File: src/rtl/dfii_init_pkg.sv
// rtl/dfii_init_pkg.sv - shared types, CSR offsets and step helpers for the DFII init sequencer
// Purpose: CSR word offsets relative to DFII_CONTROL, DFII control/command bit values,
//          the step opcode and FSM state enums, the step record and its builders.
// Ports:   none (package).
package dfii_init_pkg;

   localparam int NUM_STEPS = 30;
   localparam int IDX_W     = $clog2(NUM_STEPS + 1);

   // CSR word offsets from DFII_CONTROL
   localparam logic [2:0] CTRL  = 3'd0;
   localparam logic [2:0] CMD   = 3'd1;
   localparam logic [2:0] ISSUE = 3'd2;
   localparam logic [2:0] ADDR  = 3'd3;
   localparam logic [2:0] BADDR = 3'd4;

   // DFII_CONTROL bits
   localparam logic [31:0] DFII_SEL     = 32'h01;
   localparam logic [31:0] DFII_CKE     = 32'h02;
   localparam logic [31:0] DFII_ODT     = 32'h04;
   localparam logic [31:0] DFII_RESET_N = 32'h08;

   // p0 command bits
   localparam logic [31:0] CMD_CS  = 32'h01;
   localparam logic [31:0] CMD_WE  = 32'h02;
   localparam logic [31:0] CMD_CAS = 32'h04;
   localparam logic [31:0] CMD_RAS = 32'h08;

   localparam logic [31:0] CMD_MRS  = CMD_RAS | CMD_CAS | CMD_WE | CMD_CS;
   localparam logic [31:0] CMD_ZQCL = CMD_WE | CMD_CS;

   typedef enum logic [1:0] {OP_WRITE, OP_WAIT, OP_END} op_e;

   // ST_STEP is the one-cycle decode gap between steps; it keeps cyc low between writes.
   typedef enum logic [2:0] {
      ST_IDLE, ST_STEP, ST_WRITE, ST_WAIT, ST_DONE, ST_ERROR
   } state_e;

   typedef struct packed {
      op_e         op;
      logic [2:0]  offset;
      logic [31:0] data;
   } step_t;

   function automatic step_t step_wr(input logic [2:0] off, input logic [31:0] data);
      step_t s;
      s.op     = OP_WRITE;
      s.offset = off;
      s.data   = data;
      return s;
   endfunction

   function automatic step_t step_wait(input logic [31:0] cycles);
      step_t s;
      s.op     = OP_WAIT;
      s.offset = CTRL;
      s.data   = cycles;
      return s;
   endfunction

   function automatic step_t step_end();
      step_t s;
      s.op     = OP_END;
      s.offset = CTRL;
      s.data   = 32'd0;
      return s;
   endfunction

   // One of the four writes of a DFII command: address, bank address, command, issue.
   function automatic step_t step_cmd(input logic [1:0] sub, input logic [31:0] addr,
                                      input logic [31:0] ba, input logic [31:0] cmd);
      case (sub)
         2'd0:    return step_wr(ADDR, addr);
         2'd1:    return step_wr(BADDR, ba);
         2'd2:    return step_wr(CMD, cmd);
         default: return step_wr(ISSUE, 32'd1);
      endcase
   endfunction

   function automatic state_e op_to_state(input op_e op);
      case (op)
         OP_WRITE: return ST_WRITE;
         OP_WAIT:  return ST_WAIT;
         default:  return ST_DONE;
      endcase
   endfunction

endpackage

File: src/rtl/dfii_init_rom.sv
// rtl/dfii_init_rom.sv - combinational step table of the DDR3 DFII init sequence
// Purpose: maps a step index to {op, CSR offset, data}; for OP_WAIT data is the cycle count.
// Ports:   i_index  step index
//          o_op     step opcode (write / wait / end)
//          o_offset CSR word offset from DFII_CONTROL
//          o_data   write data or wait cycle count
module dfii_init_rom
   import dfii_init_pkg::*;
#(
   parameter int unsigned T_RESET_CYC = 50000,
   parameter int unsigned T_CKE_CYC   = 50000,
   parameter int unsigned T_MRD_CYC   = 200,
   parameter int unsigned T_ZQ_CYC    = 200,
   parameter logic [31:0] MR0         = 32'h320,
   parameter logic [31:0] MR1         = 32'h6,
   parameter logic [31:0] MR2         = 32'h200,
   parameter logic [31:0] MR3         = 32'h0
) (
   input  logic [IDX_W-1:0] i_index,
   output op_e              o_op,
   output logic [2:0]       o_offset,
   output logic [31:0]      o_data
);

   step_t      w_step;
   logic [1:0] w_mrs_sub;

   // MRS groups start at step 7, so the sub-step is (index - 7) mod 4 == (index + 1) mod 4.
   assign w_mrs_sub = i_index[1:0] + 2'd1;

   always_comb begin
      w_step = step_end();
      case (i_index)
         5'd0:                      w_step = step_wr(CTRL, DFII_CKE | DFII_ODT | DFII_RESET_N);
         5'd1:                      w_step = step_wr(ADDR, 32'd0);
         5'd2:                      w_step = step_wr(BADDR, 32'd0);
         5'd3:                      w_step = step_wr(CTRL, DFII_ODT | DFII_RESET_N);
         5'd4:                      w_step = step_wait(32'(T_RESET_CYC));
         5'd5:                      w_step = step_wr(CTRL, DFII_CKE | DFII_ODT | DFII_RESET_N);
         5'd6:                      w_step = step_wait(32'(T_CKE_CYC));
         5'd7, 5'd8, 5'd9, 5'd10:   w_step = step_cmd(w_mrs_sub, MR2, 32'd2, CMD_MRS);
         5'd11, 5'd12, 5'd13, 5'd14: w_step = step_cmd(w_mrs_sub, MR3, 32'd3, CMD_MRS);
         5'd15, 5'd16, 5'd17, 5'd18: w_step = step_cmd(w_mrs_sub, MR1, 32'd1, CMD_MRS);
         5'd19, 5'd20, 5'd21, 5'd22: w_step = step_cmd(w_mrs_sub, MR0, 32'd0, CMD_MRS);
         5'd23:                     w_step = step_wait(32'(T_MRD_CYC));
         // A10 high selects ZQCL (long calibration)
         5'd24, 5'd25, 5'd26, 5'd27: w_step = step_cmd(i_index[1:0], 32'h400, 32'd0, CMD_ZQCL);
         5'd28:                     w_step = step_wait(32'(T_ZQ_CYC));
         5'd29:                     w_step = step_wr(CTRL, DFII_SEL);
         default:                   w_step = step_end();
      endcase
   end

   assign o_op     = w_step.op;
   assign o_offset = w_step.offset;
   assign o_data   = w_step.data;

endmodule

File: src/rtl/dfii_init_sequencer.sv
// rtl/dfii_init_sequencer.sv - DDR3 power-up sequencer, Wishbone master on the DFII CSR bus
// Purpose: replays reset/CKE, MR2/MR3/MR1/MR0, ZQCL and hands control to hardware.
// Build option: DFII_INIT_TIMEOUT_EN - abandon a write after ACK_TIMEOUT cycles without ack
//               and enter ERROR; without it WRITE waits forever and o_error is 0.
// Ports:   i_clk, i_rst (async, active high), i_start (pulse)
//          o_busy, o_done, o_error status
//          o_wb_adr/o_wb_dat_w/o_wb_sel/o_wb_cyc/o_wb_stb/o_wb_we, i_wb_ack Wishbone master
module dfii_init_sequencer
   import dfii_init_pkg::*;
#(
   parameter logic [29:0] CSR_BASE    = 30'h2400,
   parameter int unsigned T_RESET_CYC = 50000,
   parameter int unsigned T_CKE_CYC   = 50000,
   parameter int unsigned T_MRD_CYC   = 200,
   parameter int unsigned T_ZQ_CYC    = 200,
   parameter logic [31:0] MR0         = 32'h320,
   parameter logic [31:0] MR1         = 32'h6,
   parameter logic [31:0] MR2         = 32'h200,
   parameter logic [31:0] MR3         = 32'h0,
   parameter int unsigned ACK_TIMEOUT = 1024
) (
   input  logic        i_clk,
   input  logic        i_rst,
   input  logic        i_start,
   output logic        o_busy,
   output logic        o_done,
   output logic        o_error,
   output logic [29:0] o_wb_adr,
   output logic [31:0] o_wb_dat_w,
   output logic [3:0]  o_wb_sel,
   output logic        o_wb_cyc,
   output logic        o_wb_stb,
   output logic        o_wb_we,
   input  logic        i_wb_ack
);

   state_e           r_state, w_next;
   logic [IDX_W-1:0] r_index, w_rom_idx;
   logic [31:0]      r_wait;
   op_e              w_op;
   logic [2:0]       w_offset;
   logic [31:0]      w_data;
   logic             w_accept, w_wr_done, w_wait_done, w_tmo_hit, w_cyc;

   assign w_accept    = i_start &&
                        (r_state == ST_IDLE || r_state == ST_DONE || r_state == ST_ERROR);
   // On acceptance the table is read at step 0 so the first step starts immediately.
   assign w_rom_idx   = w_accept ? '0 : r_index;
   assign w_wr_done   = (r_state == ST_WRITE) && i_wb_ack;
   assign w_wait_done = (r_state == ST_WAIT) && (r_wait == 32'd0);

   dfii_init_rom #(
      .T_RESET_CYC (T_RESET_CYC),
      .T_CKE_CYC   (T_CKE_CYC),
      .T_MRD_CYC   (T_MRD_CYC),
      .T_ZQ_CYC    (T_ZQ_CYC),
      .MR0         (MR0),
      .MR1         (MR1),
      .MR2         (MR2),
      .MR3         (MR3)
   ) u_rom (
      .i_index  (w_rom_idx),
      .o_op     (w_op),
      .o_offset (w_offset),
      .o_data   (w_data)
   );

`ifdef DFII_INIT_TIMEOUT_EN
   logic [31:0] r_tmo;

   assign w_tmo_hit = (r_tmo == 32'(ACK_TIMEOUT - 1));

   always_ff @(posedge i_clk or posedge i_rst) begin
      if (i_rst)
         r_tmo <= '0;
      else if (r_state == ST_WRITE && !i_wb_ack)
         r_tmo <= r_tmo + 32'd1;
      else
         r_tmo <= '0;
   end
`else
   logic w_unused_ack_timeout;

   assign w_tmo_hit            = 1'b0;
   assign w_unused_ack_timeout = (ACK_TIMEOUT == 0);
`endif

   always_ff @(posedge i_clk or posedge i_rst) begin
      if (i_rst)
         r_state <= ST_IDLE;
      else
         r_state <= w_next;
   end

   always_comb begin
      w_next = r_state;
      case (r_state)
         ST_IDLE, ST_DONE, ST_ERROR: if (i_start) w_next = op_to_state(w_op);
         ST_STEP:  w_next = op_to_state(w_op);
         ST_WRITE: begin
            if (i_wb_ack)
               w_next = ST_STEP;
            else if (w_tmo_hit)
               w_next = ST_ERROR;
         end
         ST_WAIT:  if (w_wait_done) w_next = ST_STEP;
         default:  w_next = ST_IDLE;
      endcase
   end

   // Step index and wait counter
   always_ff @(posedge i_clk or posedge i_rst) begin
      if (i_rst) begin
         r_index <= '0;
         r_wait  <= '0;
      end else begin
         if (w_accept)
            r_index <= '0;
         else if (w_wr_done || w_wait_done)
            r_index <= r_index + IDX_W'(1);

         // Load N-1 on entry so WAIT lasts exactly N cycles; N = 0 behaves as 1.
         if (w_next == ST_WAIT && r_state != ST_WAIT)
            r_wait <= (w_data == 32'd0) ? 32'd0 : w_data - 32'd1;
         else if (r_state == ST_WAIT && r_wait != 32'd0)
            r_wait <= r_wait - 32'd1;
      end
   end

   // Bus outputs follow the state register directly, so an async reset drops cyc at once.
   assign w_cyc = (r_state == ST_WRITE);

   always_comb begin
      o_busy     = (r_state == ST_STEP) || (r_state == ST_WRITE) || (r_state == ST_WAIT);
      o_done     = (r_state == ST_DONE);
`ifdef DFII_INIT_TIMEOUT_EN
      o_error    = (r_state == ST_ERROR);
`else
      o_error    = 1'b0;
`endif
      o_wb_cyc   = w_cyc;
      o_wb_stb   = w_cyc;
      o_wb_we    = w_cyc;
      o_wb_sel   = w_cyc ? 4'hF : 4'h0;
      o_wb_adr   = w_cyc ? CSR_BASE + 30'(w_offset) : 30'd0;
      o_wb_dat_w = w_cyc ? w_data : 32'd0;
   end

endmodule

File: config.mk
export PLATFORM = sky130hd
export DESIGN_NAME = dfii_init_sequencer
export DESIGN_NICKNAME = d
export VERILOG_FILES = /design/src/rtl/dfii_init_pkg.sv /design/src/rtl/dfii_init_rom.sv /design/src/rtl/dfii_init_sequencer.sv
export SDC_FILE = /design/constraint.sdc
export NUM_CORES = 1
export LEC_CHECK = 0
export ABC_AREA = 1
export CORE_MARGIN = 10
export CORE_UTILIZATION = 35
export CTS_CLUSTER_SIZE = 16
export DETAILED_ROUTE_END_ITERATION = 8
export HOLD_SLACK_MARGIN = 0.08
export PLACE_DENSITY = 0.55
export SLEW_MARGIN = 20
export SYNTH_ARGS = -nofsm -noshare
export SYNTH_HDL_FRONTEND = slang
export SYNTH_HIERARCHICAL = 1
export SYNTH_SLANG_ARGS = --single-unit
File: constraint.sdc
create_clock -name i_clk -period 5 [get_ports i_clk]
set_input_delay 1.25 -clock i_clk [delete_from_list [all_inputs] [get_ports i_clk]]
set_output_delay 1.25 -clock i_clk [all_outputs]
set_load 0.1 [all_outputs]
* After elaboration in Yosys (flattened, before gate mapping)
Cells that the tools add are included.
** Word-level totals
- Flip-flop bits (word level) :: 40
- Input port bits :: 4
- Output and inout port bits :: 72
- Word-level logic and storage cells :: 98
** Operators by class
- Add/sub/neg operators :: 5
- Equal/unequal tests :: 41
- Muxes and demuxes :: 20
- Reductions and logical operators :: 29
** Operators with widths (number)
- case mux 35 bit (3 select lines) :: 5
- case mux 37 bit (12 select lines) :: 1
- two-way mux 32 bit :: 4
- equality test 5 bit, second input constant :: 14
- logical NOT 32 bit :: 2
- subtractor 32 x 1 -> 32 bit, second input constant :: 2
- equality test 5 x 4 -> 1 bit, second input constant :: 8
- nonzero test 32 bit :: 1
- equality test 5 x 3 -> 1 bit, second input constant :: 4
- OR reduction 4 bit :: 5
- adder 14 x 3 -> 15 bit, first input constant :: 1
- two-way mux 15 bit :: 1
- two-way mux 5 bit :: 3
- case mux 3 bit (4 select lines) :: 1
- equality test 5 x 2 -> 1 bit, second input constant :: 2
- equality test 3 x 2 -> 1 bit, second input constant :: 3
- two-way mux 3 bit :: 3
- equality test 2 x 1 -> 1 bit, second input constant :: 3
- equality test 3 bit, second input constant :: 2
- logical NOT 2 bit :: 3
- case mux 3 bit (2 select lines) :: 1
- OR reduction 2 bit :: 3
- adder 5 x 1 -> 5 bit, second input constant :: 1
- equality test 5 x 1 -> 1 bit, second input constant :: 1
- 11 further kinds :: 21

* Longest topological paths before layout
- Word-level depth :: 16
- Gate-level depth with buffers :: 28
- Mapped depth without buffers :: 27

* By module
Netlist, hierarchy kept.
** By module, submodules not included
- dfii_init_sequencer :: instances 1, cells each 813, area each 4569.4 um^2, sequential area each 1001.0 um^2
- dfii_init_rom :: instances 1, cells each 152, area each 777.0 um^2, sequential area each 0.0 um^2

* Worst setup path before layout
No wires, ideal clock.
- Path kind :: input port to output port
- Start point :: input i_start
- End point :: output o_wb_dat_w[9]
- Arrival time :: 4.186 ns
- Data required time :: 3.750 ns
- Slack :: -0.436 ns
- Cell stages on the path :: 12
- Buffers on the path :: 0
- Cells stage by stage :: nand2_1 -> inv_1 -> nor2_1 -> ha_1 -> inv_1 -> nand2_1 -> nand2_1 -> nand3_1 -> nand2_2 -> o211ai_1 -> inv_1 -> nor2_1
** Between the ends
- Word-level cells in the longest chain between the ends :: 7
** Ends and longest elaborated chain
- from (decl) :: line dfii_init_sequencer.sv:24 : input logic i_start,
- logical AND 1 bit (*) :: line dfii_init_sequencer.sv:45 : assign w_accept = i_start &&
- two-way mux 5 bit (*) :: line dfii_init_sequencer.sv:48 : assign w_rom_idx = w_accept ? '0 : r_index;
- named net w_rom_idx[0] :: line dfii_init_sequencer.sv:38 : logic [IDX_W-1:0] r_index, w_rom_idx;
- adder 2 x 1 -> 2 bit :: line dfii_init_rom.sv:29 : assign w_mrs_sub = i_index[1:0] + 2'd1;
- equality test 2 bit, or another cell as far along :: line dfii_init_pkg.sv:72 : case (sub)
- case mux 35 bit (3 select lines) :: line dfii_init_pkg.sv:72
- case mux 37 bit (12 select lines) (*) :: line dfii_init_rom.sv:33 : case (i_index)
- named net w_data[9] :: line dfii_init_sequencer.sv:42 : logic [31:0] w_data;
- two-way mux 32 bit (*) :: line dfii_init_sequencer.sv:146 : o_wb_dat_w = w_cyc ? w_data : 32'd0;
- to (decl) :: line dfii_init_sequencer.sv:29 : output logic [31:0] o_wb_dat_w,
Mark *: on every way through the listed nets, which the timed path passes. The rest lies on a longest branch.

* Worst setup path in the final report
- Start point :: input i_start
- End point :: output o_wb_adr[0]
** Between the ends
- Word-level cells in the longest chain between the ends :: 8
** Ends and longest elaborated chain
- logical AND 1 bit (*) :: line dfii_init_sequencer.sv:45
- two-way mux 5 bit (*) :: line dfii_init_sequencer.sv:48
- named net w_rom_idx[0] :: line dfii_init_sequencer.sv:38
- adder 2 x 1 -> 2 bit :: line dfii_init_rom.sv:29
- equality test 2 bit, or another cell as far along :: line dfii_init_pkg.sv:72
- case mux 35 bit (3 select lines) :: line dfii_init_pkg.sv:72
- case mux 37 bit (12 select lines) (*) :: line dfii_init_rom.sv:33
- named net w_offset[0] :: line dfii_init_sequencer.sv:41 : logic [2:0] w_offset;
- adder 14 x 3 -> 15 bit (*) :: line dfii_init_sequencer.sv:145 : o_wb_adr = w_cyc ? CSR_BASE + 30'(w_offset) : 30'd0;
- two-way mux 15 bit (*) :: line dfii_init_sequencer.sv:145
- to (decl) :: line dfii_init_sequencer.sv:28 : output logic [29:0] o_wb_adr,
Marks and branches as above.

==> out/results.ini <==
[place]
pre_cts_ws_ps=111.8
dp_hpwl_um=13640
gp_congestion=0.9819
post_dp_cell_area_um2=5908
io_buffers=30
dp.cells=1179

[drt]
first_pass_iters=5
viasPerCell=4.731
ant_nets=0
finalWirelength_um=17040
wire_per_inst_um=14.35
drc=0
vias=5616
drtIter0Drc=392

[yosys]
yosys_warnings=6
synth-seq-area-share=0.1872
yosysUniqueCellTypes=34
syn-instance-count=965
synth.top_cells.by_area=nand2_1 (21%), dfrtp_1 (19%), nor2_1 (13%)
synth_seq_cells=40
yosysTopAreaCell=nand2_1
synth_edf_count=0
syn_avg_cell_area_um2=5.540
yosys.area.top_type_share=0.2078
synth_ff_type=dfrtp_1
syn_area_um2=5346
synthArstFlopShare=1.000

[sta]
post-route-period-util=0.9673
setup_violations=0
max_clock_freq_mhz=206.8
fin_crit_ps=4836
finalHoldViolations=0
slew_headroom=-0.1934
setup_ws_ps=163.6
worst_pin_slew_ps=1783
rsz0062_at_grt=yes
maxSlewViolCount=19
finClkSkew_ps=8.119
setup_tns_ps=0

[finish]
final_common_cell=nand2_1
fin_nets=1012
syn2layout_area_growth_pct=13.76
final_area_um2=6082
drive_gt1_frac=0.1121
finalNonFillerCells=1187
layout_common_cells=nand2_1 (296), nor2_1 (169), inv_1 (116)
diodes=0

[hold_path]
hp-class=register to register

[setup_path]
worstPathArrival_ps=3590
path_buf_inv=6
crit_fanout=7
start_kind=primary input
crit_family=simple AND/OR/NAND/NOR gates
worst_setup_path_end_kind=output pin
required_ps=3750
crit_chain=clkdlybuf4s50_1 > nand2_1 > inv_1 > nor2_2 > buf_4 > ha_1 > inv_1 > nand2_1 > nand2_1 > nand3_1 > nand2_2 > nor2_1 > nor2_1 > nand3_1 > inv_1 > nor2_2 > buf_12
slowest_stage=clkdlybuf4s50_1
crit_type=primary input to output pin
cp_slowest_stage_delay_ps=420

[clocking]
cts_max_path_buffers=2
cts_tree=built
clk_latency_ps=290
cts_buffers=5
ctsHoldBuffers=0
clk_pin_slew_worst_paths_ps=60
cts_root_buffer=clkbuf_16
h-tree-depth=2
clock-sinks=40

[status]
status=complete, but fails checks
violations=slew limit

[global_route]
grt_max_degree=58
grt_pass1_vias=5163
antenna_found_initial=0
grt.overflow.total=0
grt_pass1_wl_um=27480
grt.total_usage=0.1655

[floorplanning]
die_area_um2=20620
initial_core_util=0.3543
io-pin-count=76
rows=45
core_um2=15090
dieHeight_um=143.6
die_w_um=143.6

[pwr]
p_total_uw=790.3
power.density_nw_per_um2=129.9
ir_drop_v=0.0001063
leakagePower_nw=3.087

[flow_run]
maxCapViolCount=0

[synthesized netlist by cell type (3+ instances only)]
library cell	n
nand2_1	296
nor2_1	188
inv_1	117
nand3_1	111
buf_4	60
dfrtp_1	40
xor2_1	21
o21ai_0	20
nand4_1	19
o21ai_1	15
ha_1	10
a21oi_1	9
buf_2	7
nor2_2	7
buf_6	5
nor2_4	5
nand2_2	4
clkbuf_1	3
nand3_2	3
o21ai_2	3
[metrics by stage]
stage               hold slack [ps]    util
floorplan                     441.9       -
finish                        488.0  0.4031
global placement              462.3  0.3915
CTS                           491.5  0.4014
global route                  524.1  0.4031
detailed placement            477.1  0.3915
[layer usage]
| layer | vias up | GRT usage | part of all wire |
|---|---|---|---|
| met4 | 0 | 0.04191 | 0.013 |
| met1 | 2490 | 0.2367 | 0.50 |
| li1 | 2975 | - | - |
| met3 | 11 | 0.01452 | 0.036 |
| met2 | 140 | 0.2602 | 0.45 |
| met5 | - | 0 | 0 |
[path summary, 6_finish.rpt]
check	from	endpoint	slack, ps	depth (start not counted)
worst max-delay path	i_start	o_wb_adr[0]	160	17
worst min-delay path	r_index[4]$_DFFE_PP0P_	r_index[4]$_DFFE_PP0P_	490	2
worst max register to register	r_state[2]$_DFF_PP0_	r_wait[29]$_DFFE_PP0P_	1290	25
worst min register to register	r_index[4]$_DFFE_PP0P_	r_index[4]$_DFFE_PP0P_	490	2
max in group asynchronous	i_rst	r_wait[28]$_DFFE_PP0P_	3210	3
min in group asynchronous	i_rst	r_state[0]$_DFF_PP0_	1400	3
[registers in the layout (all words and copies together) (netlist names)]
name / count
r_wait: 32
r_index: 5
r_state: 3
[cells by family (layout without fill, tap and decap cells)]
| family | Yosys count | count (layout) | share of synthesized area |
|---|---|---|---|
| and+or+nand+nor | 641 | 641 | 0.5062 |
| buffers and inverters | 196 | 187 | 0.1884 |
| AOI/OAI and AO/OA | 53 | 53 | 0.05570 |
| DFF | 40 | 40 | 0.1872 |
| xor gates and xnor gates | 23 | 23 | 0.03768 |
| adders and majority gates | 10 | 10 | 0.02340 |
| other | 2 | 45 | 0.001405 |
[power by group]
part / internal [mW] / leakage (nW) / switching [mW]
Combinational: 0.0105 / 2.48 / 0.118
Clock: 0.197 / 0.0766 / 0.141
Sequential: 0.324 / 0.528 / 0
[worst reg2reg max path, stage by stage, from the launching register on]
cell and delay (ps):
dfrtp_1 440, inv_2 90, a21oi_1 60, nand2_1 80, inv_1 80, nor2_2 130
inv_1 100, ha_1 220, inv_1 120, nand2_1 130, nand2_1 130, nand3_1 100
nand2_2 160, nand2_1 100, nand2_1 90, nand2_1 70, buf_4 150, nor2_1 200
nand2_1 170, nor2_1 290, nand2_1 180, o21ai_0 200, nand3_1 140, nand2_1 90
nand2_1 50, nand2_1 70
[what timing repair did]
item	in CTS	in global routing
setup endpoints to repair	0	12
resized for setup	0	7
setup buffers	0	0
[layout make-up]
class | instances | area, um2
well taps | 188 | 235.2
clock buffers | 6 | 138.9
clock inverters | 2 | 10.01
fillers | 1716 | 9007
multi-input cells | 772 | 3562
flip-flops and latches | 40 | 1001
inverters | 119 | 446.7
repair buffers | 60 | 688.2
(Power assumes the default switching activity.)
